===== config.mk =====
export PLATFORM = sky130hd
export DESIGN_NAME = id_hazard_unit
export DESIGN_NICKNAME = d
export VERILOG_FILES = /design/src/rtl/id_hazard_unit.sv
export SDC_FILE = /design/constraint.sdc
export NUM_CORES = 1
export LEC_CHECK = 0
export ABC_AREA = 1
export BUFFER_PORTS_ARGS = -buffer_cell sky130_fd_sc_hd__buf_2
export CAP_MARGIN = 20
export CORE_MARGIN = 2
export CORE_UTILIZATION = 35
export DETAILED_ROUTE_END_ITERATION = 8
export GPL_TIMING_DRIVEN = 1
export MAX_ROUTING_LAYER = met4
export SYNTH_ARGS = -nofsm -noshare
export SYNTH_HDL_FRONTEND = slang
export SYNTH_SLANG_ARGS = --single-unit

===== constraint.sdc =====
create_clock -name clk_i -period 3.55 [get_ports clk_i]
set_clock_uncertainty 0.15 [all_clocks]
set_input_delay 0.1775 -clock clk_i [delete_from_list [all_inputs] [get_ports clk_i]]
set_output_delay 0.1775 -clock clk_i [all_outputs]
set_load 0.01 [all_outputs]

===== src/rtl/id_hazard_unit.sv =====
// ID-stage hazard unit: per-port operand forwarding, stall cause selection,
// outstanding-load scoreboard and a RUN/HOLD stall-length tracker.
module id_hazard_unit #(
  parameter int NREAD    = 2,
  parameter int DW       = 32,
  parameter int MAX_PEND = 4
) (
  input  logic                clk_i,
  input  logic                rst_i,
  input  logic [NREAD*5-1:0]  raddr_i,
  input  logic [NREAD-1:0]    ren_i,
  input  logic [NREAD*DW-1:0] rf_rdata_i,
  input  logic                id_we_i,
  input  logic [4:0]          id_waddr_i,
  input  logic                id_is_load_i,
  input  logic                branch_flag_i,
  input  logic                jr_flag_i,
  input  logic                ex_we_i,
  input  logic [4:0]          ex_waddr_i,
  input  logic [DW-1:0]       ex_wdata_i,
  input  logic                ex_is_load_i,
  input  logic                mem_we_i,
  input  logic [4:0]          mem_waddr_i,
  input  logic [DW-1:0]       mem_wdata_i,
  input  logic                mem_is_load_i,
  input  logic                mem_ld_rdy_i,
  input  logic                wb_we_i,
  input  logic [4:0]          wb_waddr_i,
  input  logic [DW-1:0]       wb_wdata_i,
  input  logic                ld_issue_i,
  input  logic [4:0]          ld_issue_waddr_i,
  input  logic                ld_ret_i,
  input  logic [4:0]          ld_ret_waddr_i,
  input  logic [DW-1:0]       ld_ret_data_i,
  output logic [NREAD*DW-1:0] rdata_o,
  output logic                stall_o,
  output logic [2:0]          stall_cause_o,
  output logic [3:0]          pend_cnt_o,
  output logic [7:0]          stall_len_o
);

  localparam logic [3:0] MAXP = 4'(MAX_PEND);

  typedef enum logic {ST_RUN, ST_HOLD} state_t;

  logic [31:0]      r_pend;
  logic [3:0]       r_cnt;
  logic             sb_err;
  state_t           r_state;
  logic [7:0]       r_len;

  logic [NREAD-1:0] w_c1, w_c2, w_c3, w_c4;
  logic             w_c5, w_c6;
  logic [2:0]       w_cause;

  genvar gi;
  generate
    for (gi = 0; gi < NREAD; gi++) begin : g_port
      logic [4:0]    w_a;
      logic          w_nz, w_ex_m, w_mem_m, w_wb_m, w_ret_m;
      logic [DW-1:0] w_fwd;

      assign w_a     = raddr_i[5*gi +: 5];
      assign w_nz    = (w_a != 5'd0);
      assign w_ex_m  = w_nz && ex_we_i  && (ex_waddr_i  == w_a);
      assign w_mem_m = w_nz && mem_we_i && (mem_waddr_i == w_a);
      assign w_wb_m  = w_nz && wb_we_i  && (wb_waddr_i  == w_a);
      assign w_ret_m = w_nz && ld_ret_i && (ld_ret_waddr_i == w_a);

      // Youngest usable producer wins; an EX load has no data yet.
      always_comb begin
        w_fwd = rf_rdata_i[DW*gi +: DW];
        if (w_ex_m && !ex_is_load_i)
          w_fwd = ex_wdata_i;
        else if (w_mem_m && (!mem_is_load_i || mem_ld_rdy_i))
          w_fwd = mem_wdata_i;
        else if (w_wb_m)
          w_fwd = wb_wdata_i;
        else if (w_ret_m)
          w_fwd = ld_ret_data_i;
      end

      assign rdata_o[DW*gi +: DW] = rst_i ? '0 : w_fwd;

      assign w_c1[gi] = ren_i[gi] && w_ex_m && ex_is_load_i;
      assign w_c2[gi] = ren_i[gi] && w_mem_m && mem_is_load_i && !mem_ld_rdy_i;
      assign w_c3[gi] = ren_i[gi] && (branch_flag_i || jr_flag_i) && w_ex_m;
      assign w_c4[gi] = ren_i[gi] && w_nz && r_pend[w_a] && !w_ret_m
                        && !(w_ex_m || w_mem_m || w_wb_m);
    end
  endgenerate

  assign w_c5 = id_we_i && (id_waddr_i != 5'd0) && r_pend[id_waddr_i]
                && !(ld_ret_i && (ld_ret_waddr_i == id_waddr_i));
  assign w_c6 = id_is_load_i && (r_cnt == MAXP) && !ld_ret_i;

  always_comb begin
    w_cause = 3'd0;
    if (rst_i)        w_cause = 3'd0;
    else if (|w_c1)   w_cause = 3'd1;
    else if (|w_c2)   w_cause = 3'd2;
    else if (|w_c3)   w_cause = 3'd3;
    else if (|w_c4)   w_cause = 3'd4;
    else if (w_c5)    w_cause = 3'd5;
    else if (w_c6)    w_cause = 3'd6;
  end

  assign stall_cause_o = w_cause;
  assign stall_o       = (w_cause != 3'd0);

  // Scoreboard: a return only counts if the register is actually pending.
  logic        w_ret_eff, w_issue_try, w_issue_busy, w_full, w_issue_ok, w_issue_bad;
  logic [31:0] w_pend_next;
  logic [3:0]  w_cnt_next;

  assign w_ret_eff    = ld_ret_i && (ld_ret_waddr_i != 5'd0) && r_pend[ld_ret_waddr_i];
  assign w_issue_try  = ld_issue_i && (ld_issue_waddr_i != 5'd0);
  assign w_issue_busy = r_pend[ld_issue_waddr_i]
                        && !(w_ret_eff && (ld_ret_waddr_i == ld_issue_waddr_i));
  assign w_full       = (r_cnt == MAXP) && !w_ret_eff;
  assign w_issue_ok   = w_issue_try && !w_issue_busy && !w_full;
  assign w_issue_bad  = w_issue_try && (w_issue_busy || w_full);

  always_comb begin
    w_pend_next = r_pend;
    if (w_ret_eff)  w_pend_next[ld_ret_waddr_i]   = 1'b0;
    if (w_issue_ok) w_pend_next[ld_issue_waddr_i] = 1'b1;
    w_cnt_next = r_cnt;
    if (w_issue_ok && !w_ret_eff)      w_cnt_next = r_cnt + 4'd1;
    else if (!w_issue_ok && w_ret_eff) w_cnt_next = r_cnt - 4'd1;
  end

  always_ff @(posedge clk_i) begin
    if (rst_i) begin
      r_pend <= '0;
      r_cnt  <= '0;
      sb_err <= 1'b0;
    end else begin
      r_pend <= w_pend_next;
      r_cnt  <= w_cnt_next;
      if (w_issue_bad) sb_err <= 1'b1;
    end
  end

  // Stall tracker: length counts cycles spent in (or entering) HOLD.
  state_t     w_state_next;
  logic [7:0] w_len_next;

  always_comb begin
    w_state_next = r_state;
    w_len_next   = r_len;
    case (r_state)
      ST_RUN: begin
        if (stall_o) begin
          w_state_next = ST_HOLD;
          w_len_next   = 8'd1;
        end else begin
          w_len_next   = 8'd0;
        end
      end
      ST_HOLD: begin
        if (stall_o) begin
          w_len_next = (r_len == 8'hFF) ? r_len : r_len + 8'd1;
        end else begin
          w_state_next = ST_RUN;
          w_len_next   = 8'd0;
        end
      end
      default: begin
        w_state_next = ST_RUN;
        w_len_next   = 8'd0;
      end
    endcase
  end

  always_ff @(posedge clk_i) begin
    if (rst_i) begin
      r_state <= ST_RUN;
      r_len   <= 8'd0;
    end else begin
      r_state <= w_state_next;
      r_len   <= w_len_next;
    end
  end

  assign pend_cnt_o  = r_cnt;
  assign stall_len_o = r_len;

endmodule

==> results_dict.tcl <==
set metrics [dict create \
    io_pins 328 \
    gp_congestion 1.04 \
    vias_per_inst 5.85 \
    route.detailed.wl_per_inst_um 21.0 \
    fp.dieW_um 154 \
    hold_depth 3 \
    period_minus_slack_ns 3.20 \
    async_flop_share 0 \
    cts_hold_buffers 0 \
    cts.path.max_buffers 2 \
    detailedRoute.firstPassIterationCount 9 \
    crit-reg2reg-capture "pend_cnt_o[3]" \
    post_route_cells_drive_above_1_share 0.282 \
    mappedNetlistNets 1669 \
    synth_flop_cell "sky130_fd_sc_hd__dfxtp_1" \
    final_clock_period_utilization_by_the_worst_path 0.901 \
    outcome "finished, final reports clean" \
    hold_ws_ns 0.0492 \
    worst-r2r-cell-count 18 \
    synth.cell_area_um2 7870 \
    critical_path_arrival_ns 3.24 \
    r2r_slack_ns 0.35 \
    timing.setup.tns_ns 0 \
    sequential_area_share_after_synthesis 0.114 \
    min_from "ld_issue_i" \
    report.final.slew_viol_count 0 \
    number_of_nets_in_the_finished_design 1964 \
    number_of_warnings_reported_in_the_yosys_synthesis_log 0 \
    antenna_violations_before_repair 9 \
    slew-limit-headroom 0.598 \
    critical_path.top_delay_family "simple AND/OR/NAND/NOR gates" \
    global_route.overflow_total 0 \
    final.fill_count 2497 \
    power.static_leakage_nw 4.55 \
    post-synth-top-count-cell "sky130_fd_sc_hd__nand2_1" \
    clk_root_buffer_cell "sky130_fd_sc_hd__clkbuf_16" \
    worstPathRequired_ns 3.59 \
    initialDrtViolationCount 1187 \
    drcViolationCount 0 \
    effective_utilization_at_floorplan 0.359 \
    timing_worst_slew_pin_value_ns 0.602 \
    yosys_register_bits 45 \
    grt_pass1_wl_mm 63.4 \
    min_delay_worst_endpoint "r_pend[4]" \
    synthTopCellsByCount "373 x sky130_fd_sc_hd__nand2_1, 174 x sky130_fd_sc_hd__a21oi_1, 135 x sky130_fd_sc_hd__nor2_1" \
    critPathLaunchType "register" \
    average_size_of_a_mapped_cell_um2 5.56 \
    setup_viol_count_final 0 \
    timing.critical_path.fanout_max 6 \
    clk_latency_ns 0.31 \
    routed_wirelength_mm 42.0 \
    cap_violations 0 \
    number_of_synthesized_flops_with_an_enable_pin 0 \
    num_vias 11700 \
    hold_violations 0 \
    hold_path_class "in -> reg" \
    synthesis.instances 1416 \
    power.density_cell_area_nw_per_um2 206 \
    grt_usage 0.348 \
    detail_placement_hpwl_mm 33.0 \
    critPathBufInv 2 \
    r2r_start "r_pend[25]" \
    vias_in_the_first_global_route 10500 \
    critical_path.max_stage_delay_ns 0.31 \
    crit_path_end_kind "register" \
    htree_num_levels 2 \
    antenna_left 0 \
    floorplan.rows 54 \
    number_of_clock_sinks 45 \
    grt_max_degree 49 \
    setup_repair_after_global_routing_missed_its_margin "no" \
    synth_area_leaders "sky130_fd_sc_hd__nand2_1 18%, sky130_fd_sc_hd__dfxtp_1 11%, sky130_fd_sc_hd__a21oi_1 11%" \
    cts-buffers-inserted 5 \
    synth_cell_type_count 45 \
    path_clk_slew_ns 0.08 \
    crit_path_top_delay_cell "sky130_fd_sc_hd__dfxtp_1" \
    die_height_um 154 \
    tritoncts "done" \
    total_power_w 0.00207 \
    critical_path.cell_chain "inv_1 -> o22ai_1 -> o21ai_1 -> nand4_1 -> or2_4 -> nand2_2 -> nand2_2 -> and3_1 -> ha_1 -> inv_1 -> ha_1 -> and3_1 -> a211oi_1 -> nor2_1 -> nor2_1 -> nand2_1 -> o21ai_0 -> a21oi_1" \
    floorplan.die_area_um2 23700 \
    yosysTopAreaCellShare 0.178 \
    timing.fmax_mhz 313 \
    design.core.area_um2 22000 \
    port_buffers 327 \
    synthToLayoutAreaGrowth_pct 27.4 \
    synthDominantAreaCellType "sky130_fd_sc_hd__nand2_1" \
    crit_type "reg -> reg" \
    ir_drop_v 0.000201 \
]
sequential cells by signal, indices dropped and copies added, names as in the netlist:
name and flops:
stall_len_o 8, r_pend 32, pend_cnt_o 4, r_state 1
area by class of cell:
cell class	instances	area (um^2)	area share
antenna	9	22.5	0.00224
clock buffer	5	125	0.0125
clock inverter	3	25.0	0.00249
inverter	124	478	0.0476
multi-input combinational	1142	5960	0.594
sequential	45	901	0.0898
tap	280	350	0.0349
timing repair buffer	393	2170	0.216
cells in the final DEF (no fill, tap or decap), types with 3 or more instances in the layout:
cell type / count
sky130_fd_sc_hd__o21ai_1: 9
sky130_fd_sc_hd__buf_12: 3
sky130_fd_sc_hd__nand2_4: 5
sky130_fd_sc_hd__a21oi_1: 174
sky130_fd_sc_hd__inv_1: 99
sky130_fd_sc_hd__ha_1: 4
sky130_fd_sc_hd__inv_4: 4
sky130_fd_sc_hd__nor2_2: 11
sky130_fd_sc_hd__o211ai_1: 82
sky130_fd_sc_hd__nor3_1: 13
sky130_fd_sc_hd__nand3_1: 93
sky130_fd_sc_hd__nand2_1: 371
sky130_fd_sc_hd__nor3_2: 4
sky130_fd_sc_hd__o22ai_1: 29
sky130_fd_sc_hd__nor2_1: 135
sky130_fd_sc_hd__buf_2: 326
sky130_fd_sc_hd__xnor2_1: 10
sky130_fd_sc_hd__and3_1: 3
sky130_fd_sc_hd__o311ai_0: 42
sky130_fd_sc_hd__nand4_1: 35
sky130_fd_sc_hd__o311ai_1: 22
sky130_fd_sc_hd__inv_2: 19
sky130_fd_sc_hd__o21ai_0: 56
sky130_fd_sc_hd__buf_4: 64
sky130_fd_sc_hd__nand2_2: 16
sky130_fd_sc_hd__nand3_2: 3
sky130_fd_sc_hd__clkbuf_16: 5
sky130_fd_sc_hd__diode_2: 9
sky130_fd_sc_hd__dfxtp_1: 45
sky130_fd_sc_hd__nor2_8: 3
sky130_fd_sc_hd__nor2_4: 6
how the worst max path moves through the flow:
| stage | start | cells after the start | endpoint | slack, ns |
|---|---|---|---|---|
| 4_1_cts | r_pend[15] | 18 | pend_cnt_o[3] | 0.38 |
| 3_5_place_dp | ld_ret_waddr_i[0] | 22 | pend_cnt_o[3] | 0.11 |
| 6_report | r_pend[25] | 18 | pend_cnt_o[3] | 0.35 |
| 3_3_place_gp | ld_ret_waddr_i[0] | 22 | pend_cnt_o[3] | 0.08 |
| 5_1_grt | r_pend[20] | 18 | pend_cnt_o[3] | 0.009 |
| 2_1_floorplan | ld_ret_waddr_i[0] | 23 | pend_cnt_o[3] | 0.39 |
metrics by stage:
step / setup slack, ns / instance area [um^2] / utilization / std cells
after floorplan: 0.393 / 7870 / - / 1416
after global placement: 0.0800 / 9860 / 0.449 / 1984
after detailed placement: 0.109 / 9860 / 0.449 / 1984
after CTS: 0.385 / 10000 / 0.456 / 1992
after global routing: 0.00879 / 10000 / 0.457 / 2001
final: 0.351 / 10000 / 0.457 / 2001
worst min-delay path, delay by kind of cell:
family / cells / cell delay, ns
and+or+nand+nor: 1 / 0.09
AOI/OAI and AO/OA: 1 / 0.06
buffers and inverters: 1 / 0.12
layer usage:
| metal | track usage | part of all wire |
|---|---|---|
| met4 | 0.138 | 0.043 |
| met2 | 0.550 | 0.46 |
| met5 | - | 0 |
| met3 | 0.0417 | 0.087 |
| met1 | 0.453 | 0.41 |
report_power, final:
group | total [W] | internal, W | leakage [nW] | switching, W
sequential | 0.000542 | 0.000522 | 0.365 | 0.0000192
combinational | 0.00102 | 0.000380 | 4.12 | 0.000644
clock | 0.000505 | 0.000267 | 0.0709 | 0.000238
timing repair:
item / CTS / global route
gates resized for setup: 0 / 2
endpoints found under the hold margin: 0 / 0
setup buffers: 0 / 0
endpoints found under the setup margin: 0 / 1
cells by family after synthesis:
group                      count (synthesis)  synth area share
adders and majority gates                  5           0.00890
AOI/OAI and AO/OA                        422             0.335
xor gates and xnor gates                  11            0.0122
buffers and inverters                    229             0.129
and+or+nand+nor                          704             0.400
DFF                                       45             0.114
No activity file was read; power rests on OpenSTA's default activity.
